<file path="src/rtl/aud_recorder.sv">
// I2S ADC capture into SRAM: left channel words written to consecutive addresses.
// Define AUD_RECORDER_STEREO_EN to also capture the right channel (adds SHIFT_R).
module aud_recorder #(
  parameter int                ADDR_W   = 20,
  parameter logic [ADDR_W-1:0] MAX_ADDR = '1
) (
  input  logic              i_bclk,
  input  logic              i_rst,
  input  logic              i_adclrck,
  input  logic              i_adcdat,
  input  logic              i_start,
  input  logic              i_pause,
  input  logic              i_stop,
  output logic [ADDR_W-1:0] o_address,
  output logic [15:0]       o_data,
  output logic              o_write,
  output logic              o_full,
  output logic              o_busy
);

  // state   | meaning
  // IDLE    | stopped, waiting for i_start
  // WAIT_L  | armed, waiting for the left word-clock edge
  // SHIFT_L | shifting in 16 left-channel bits
  // WAIT_R  | waiting for the right word-clock edge
  // SHIFT_R | shifting in 16 right-channel bits (stereo build only)
  // PAUSE   | suspended, address retained for a contiguous resume
  typedef enum logic [2:0] {
    IDLE, WAIT_L, SHIFT_L, WAIT_R, PAUSE
`ifdef AUD_RECORDER_STEREO_EN
    , SHIFT_R
`endif
  } state_t;

  state_t      state, nxt;
  logic        lrck_d;
  logic [3:0]  bit_cnt;
  logic [15:0] shreg;
  logic        pend;

  logic shift_en, cnt_clr, wr_en, set_full, addr_clr, pend_set, pend_clr;
  logic left_edge, right_edge, last_bit, at_max;

  assign left_edge  = ~i_adclrck & lrck_d;
  assign right_edge = i_adclrck & ~lrck_d;
  assign last_bit   = (bit_cnt == 4'd15);
  assign at_max     = (o_address == MAX_ADDR);
  assign o_busy     = (state != IDLE) && (state != PAUSE);

  always_comb begin
    nxt      = state;
    shift_en = 1'b0;
    cnt_clr  = 1'b0;
    wr_en    = 1'b0;
    set_full = 1'b0;
    addr_clr = 1'b0;
    pend_set = 1'b0;
    pend_clr = 1'b0;
    case (state)
      IDLE: begin
        if (!i_stop && !i_pause && i_start) begin
          nxt      = WAIT_L;
          addr_clr = 1'b1;
        end
      end
      WAIT_L: begin
        if (i_stop)         nxt = IDLE;
        else if (i_pause)   nxt = PAUSE;
        else if (left_edge) begin
          nxt     = SHIFT_L;
          cnt_clr = 1'b1;
        end
      end
      SHIFT_L: begin
        if (i_stop) nxt = IDLE;
        else begin
          shift_en = 1'b1;
          pend_set = i_pause;
          if (last_bit) begin
            wr_en = 1'b1;
            if (at_max) begin
              nxt      = IDLE;
              set_full = 1'b1;
            end
`ifdef AUD_RECORDER_STEREO_EN
            else nxt = WAIT_R;
`else
            else if (pend || i_pause) nxt = PAUSE;
            else nxt = WAIT_R;
`endif
          end
        end
      end
      WAIT_R: begin
        if (i_stop)          nxt = IDLE;
        else if (i_pause)    nxt = PAUSE;
        else if (right_edge) begin
`ifdef AUD_RECORDER_STEREO_EN
          nxt     = SHIFT_R;
          cnt_clr = 1'b1;
`else
          nxt = WAIT_L;
`endif
        end
      end
`ifdef AUD_RECORDER_STEREO_EN
      SHIFT_R: begin
        if (i_stop) nxt = IDLE;
        else begin
          shift_en = 1'b1;
          pend_set = i_pause;
          if (last_bit) begin
            wr_en = 1'b1;
            if (at_max) begin
              nxt      = IDLE;
              set_full = 1'b1;
            end
            else if (pend || i_pause) nxt = PAUSE;
            else nxt = WAIT_L;
          end
        end
      end
`endif
      PAUSE: begin
        if (i_stop)                     nxt = IDLE;
        else if (!i_pause && i_start)   nxt = WAIT_L;
      end
      default: nxt = IDLE;
    endcase
    // A pause request only survives while the word it was raised in is in flight.
    if (nxt == IDLE || nxt == PAUSE) pend_clr = 1'b1;
  end

  always_ff @(posedge i_bclk) begin
    if (i_rst) begin
      state     <= IDLE;
      lrck_d    <= 1'b0;
      bit_cnt   <= '0;
      shreg     <= '0;
      pend      <= 1'b0;
      o_address <= '0;
      o_data    <= '0;
      o_write   <= 1'b0;
      o_full    <= 1'b0;
    end else begin
      state   <= nxt;
      lrck_d  <= i_adclrck;
      o_write <= wr_en;
      if (cnt_clr)       bit_cnt <= '0;
      else if (shift_en) bit_cnt <= bit_cnt + 4'd1;
      if (shift_en) shreg  <= {shreg[14:0], i_adcdat};
      if (wr_en)    o_data <= {shreg[14:0], i_adcdat};
      // o_full goes high together with the write at MAX_ADDR, which blocks that increment.
      if (addr_clr) begin
        o_address <= '0;
        o_full    <= 1'b0;
      end else begin
        if (o_write && !o_full) o_address <= o_address + 1'b1;
        if (set_full)           o_full    <= 1'b1;
      end
      if (pend_clr)      pend <= 1'b0;
      else if (pend_set) pend <= 1'b1;
    end
  end

endmodule
</file>
<file path="config.mk">
export PLATFORM = sky130hd
export DESIGN_NAME = aud_recorder
export DESIGN_NICKNAME = d
export VERILOG_FILES = /design/src/rtl/aud_recorder.sv
export SDC_FILE = /design/constraint.sdc
export NUM_CORES = 1
export LEC_CHECK = 0
export ABC_AREA = 0
export BUFFER_PORTS_ARGS = -buffer_cell sky130_fd_sc_hd__buf_2
export CAP_MARGIN = 10
export CELL_PAD_IN_SITES_DETAIL_PLACEMENT = 1
export CELL_PAD_IN_SITES_GLOBAL_PLACEMENT = 2
export CORE_MARGIN = 3
export CORE_UTILIZATION = 29
export CTS_CLUSTER_SIZE = 25
export DETAILED_ROUTE_END_ITERATION = 8
export GPL_ROUTABILITY_DRIVEN = 0
export HOLD_SLACK_MARGIN = 0.06
export PLACE_DENSITY = 0.84
export SLEW_MARGIN = 40
export SYNTH_ARGS = -nofsm -noshare
export SYNTH_HDL_FRONTEND = slang
export SYNTH_SLANG_ARGS = --single-unit
</file>
<file path="constraint.sdc">
create_clock -name i_bclk -period 1.75 [get_ports i_bclk]
set_input_delay 0.0875 -clock i_bclk [delete_from_list [all_inputs] [get_ports i_bclk]]
set_output_delay 0.0875 -clock i_bclk [all_outputs]
set_load 0.01 [all_outputs]
</file>
==> summary.txt <==
Run status
  – Status: finished clean

Critical path
  – WS Path Type: reg -> reg
  – Data required, critical path: 2.03 ns
  – Slowest cell on the critical path: or4_1
  – CP bufs+invs: 0
  – CP Launch Type: flop
  – CP max stage delay: 0.48 ns
  – Reg-to-Reg Start: o_address[0]$_SDFFE_PP0P_
  – FF-to-FF End: o_address[16]$_SDFFE_PP0P_
  – CP max FO: 5
  – Worst r2r path cells: 5
  – Top cell family by delay on the critical path: simple AND/OR/NAND/NOR gates
  – WP data arrival: 1.97 ns
  – Worst setup EP type: flop
  – Cell-by-cell trace of the critical path: ha_2 -> nand3b_2 -> or3_4 -> or4_1 -> nand2_1
  – Setup slack, reg-to-reg: 0.06 ns
  – Worst path depth: 5
  – Critical Path End: o_address[16]$_SDFFE_PP0P_
  – Crit. Startpoint: o_address[0]$_SDFFE_PP0P_

Yosys
  – Top post-synthesis cells by count: nand2_1 (74), dfxtp_1 (62), a21oi_1 (39)
  – Top cells by area, synth: dfxtp_1 (49%), nand2_1 (11%), a21oi_1 (7.7%)
  – Seq/Total Area, Yosys: 48.8%
  – Yosys top cell area share: 48.8%
  – Synth Net Count: 307
  – Cell variety after synth: 47
  – Mean Syn Cell Area: 8.53 µm²
  – Syn. warnings: 0
  – Post-synth ARST share: 0%
  – Dominant synthesized flop cell: dfxtp_1
  – Seq cells post-synth: 62
  – Yosys top cell by area: dfxtp_1
  – Mapped Area: 0.00254 mm²
  – Post-synth EDFFs: 0
  – Syn Inst Count: 298
  – Count leader, synth: nand2_1

Power and ir drop
  – Reg power frac: 49.7%
  – Worst VDD drop: 0.000288 V
  – Switch share: 21.8%
  – Pint: 2.23 mW
  – Power Dens Cells: 876 mW/mm²
  – Comb power frac: 2.5%
  – Net load switching power: 620 µW
  – Clk pwr share: 47.8%
  – Leak: 1.27 nW

Routing
  – Post-route DRC: 0
  – Final WL: 6590 µm
  – DR vias: 2,303
  – First DRT Iteration DRCs: 57
  – Drt first pass iters: 4
  – Vias/cell: 4.90
  – Wire per inst: 14.0 µm
  – Final ANT Viol Nets: 0

Clock tree
  – TritonCTS buffer count: 9
  – CTS tree: done
  – H-tree levels: 3
  – Later-pin clock latency in the skew report: 0.34 ns
  – Clock Pin Slew Worst Setup and Hold Paths: 0.07 ns
  – Clock root buffer: clkbuf_8
  – Clk sinks: 62
  – Clk buf depth: 2

STA
  – Relative slew slack: 72.0%
  – Max Freq: 591 MHz
  – Tmin final: 1.69 ns
  – Max Slew Vio Count: 0
  – Final Cycle Share: 96.7%
  – WHS: 0.105 ns
  – Slew of the pin with the lowest slew margin: 0.414 ns
  – Max Clock Skew: 0.00863 ns
  – Hold Vio Cnt, Final: 0
  – Setup violators final: 0

Layout
  – Inserted Diodes: 0
  – Layout cells sized above 1: 25.5%
  – Area of the multi-input gates: 0.00123 mm²
  – NumNets Final: 370
  – Cell area after layout: 0.00325 mm²
  – Area delta synth->final: 27.9%
  – Fin cells: 470
  – Sequential standard cell area: 0.00125 mm²
  – FILL cells: 1,022

GRT
  – First-pass GRT wire length: 11,100 µm
  – Gr usage total: 14.0%
  – Largest net degree at the start of global routing: 37
  – Initial antenna violation count: 0
  – Number of global-route vias before repair: 2,295
  – GR Overflow Total: 0

Worst hold path
  – Worst min path class: in -> reg

Floorplan
  – Die height: 99.6 µm
  – Die Footprint: 0.00992 mm²
  – IO Pins: 46
  – Core area: 0.00838 mm²
  – Row Count: 33
  – Initial core utilization: 30.3%
  – Die X: 99.6 µm

Placement
  – Hpwl dp: 4590 µm
  – DP Area: 0.00300 mm²
  – Dpl cells: 452
  – Port Buffer Count: 45

Flow run
  – Max cap viols: 0
-- flip-flops by register name, indices dropped and copies added (netlist names) --
register   flops
state          3
o_data        16
o_address     20
lrck_d         1
bit_cnt        4
o_full         1
o_write        1
shreg         15
pend           1
-- timing repair --
action | CTS | global route
resized for setup | 0 | 5
buffers inserted | 0 | 1
hold buffers | 2 | 0
setup endpoints to repair | 0 | 3
hold endpoints to repair | 3 | 0
-- kinds of logic after synthesis --
group,after synthesis,synth area share (%)
AOI/OAI and AO/OA,59,13.0
xor gates and xnor gates,14,4.83
adders and majority gates,3,1.38
buffers and inverters,17,3.00
DFF,62,48.8
muxes,1,0.394
and+or+nand+nor,142,28.5
-- final cells by class --
type,count,area share [%]
clock buffers,9,3.81
clock inverters,6,2.70
inverters,3,0.347
multi-input cells,219,38.0
flip-flops and latches,62,38.4
well taps,105,4.04
repair buffers,66,12.7
-- routing by layer --
layer	track usage (%)	vias up	part of all wire (%)
met4	6.30	0	1.7
met1	18.2	1098	47
met2	21.7	40	47
met3	3.79	10	4.0
li1	-	1155	-
met5	0	-	0
-- how the worst min path moves through the flow --
stage | start | end | slack, ns | cells past startpoint
2_1_floorplan | i_adcdat | shreg[0]$_SDFFE_PP0P_ | 0.22 | 2
3_3_place_gp | i_adclrck | lrck_d$_SDFF_PP0_ | 0.35 | 3
4_1_cts | i_rst | state[1]$_SDFF_PP0_ | 0.08 | 3
3_5_place_dp | i_adcdat | shreg[0]$_SDFFE_PP0P_ | 0.35 | 3
6_report | i_rst | state[1]$_SDFF_PP0_ | 0.11 | 3
5_1_grt | i_rst | state[1]$_SDFF_PP0_ | 0.10 | 3
-- cell usage in the layout, fill, tap and decap left out, types with 2 or more instances in the layout --
master / instances
nor4_1: 3
nor4b_1: 3
dlygate4sd3_1: 2
buf_2: 45
o21ai_0: 6
inv_1: 3
nor2_1: 20
a22oi_1: 2
xor2_1: 9
dfxtp_1: 57
o211ai_1: 3
nand4_1: 6
buf_4: 17
nand3_1: 9
a21o_1: 3
dfxtp_2: 5
or3_1: 4
a21oi_1: 39
bufinv_16: 2
clkinvlp_4: 3
buf_12: 2
and4_1: 2
xnor2_1: 5
o22ai_1: 2
or4_1: 4
clkbuf_8: 9
nand2_1: 74
-- power by group through the flow --
stage / Clock, mW / Combinational (mW) / Sequential [mW]
global route: 1.49 / 0.0783 / 1.42
CTS: 1.41 / 0.0717 / 1.42
finish: 1.36 / 0.0708 / 1.42
global placement: 0 / 0.0674 / 1.45
detailed placement: 0 / 0.0672 / 1.45
floorplan: 0 / 0.0383 / 1.45
-- worst register-to-register path, delay by kind of cell (launching register included) --
family / cells / cell delay (ns)
flip-flops: 1 / 0.35
adder cells (fa/ha/maj): 1 / 0.21
AND/OR/NAND/NOR: 4 / 1.08
-- stage by stage --
stage	setup TNS [ns]	utilization (%)	total power [mW]	worst slack, ns
floorplan	0	-	1.49	0.00358
global placement	0	35.8	1.52	0.122
detailed placement	0	35.8	1.52	0.0587
CTS	0	38.6	2.90	0.0331
global route	-0.0145	38.8	2.98	-0.0145
finish	0	38.8	2.85	0.0581
Note: power is estimated with default switching activity, not from simulation.
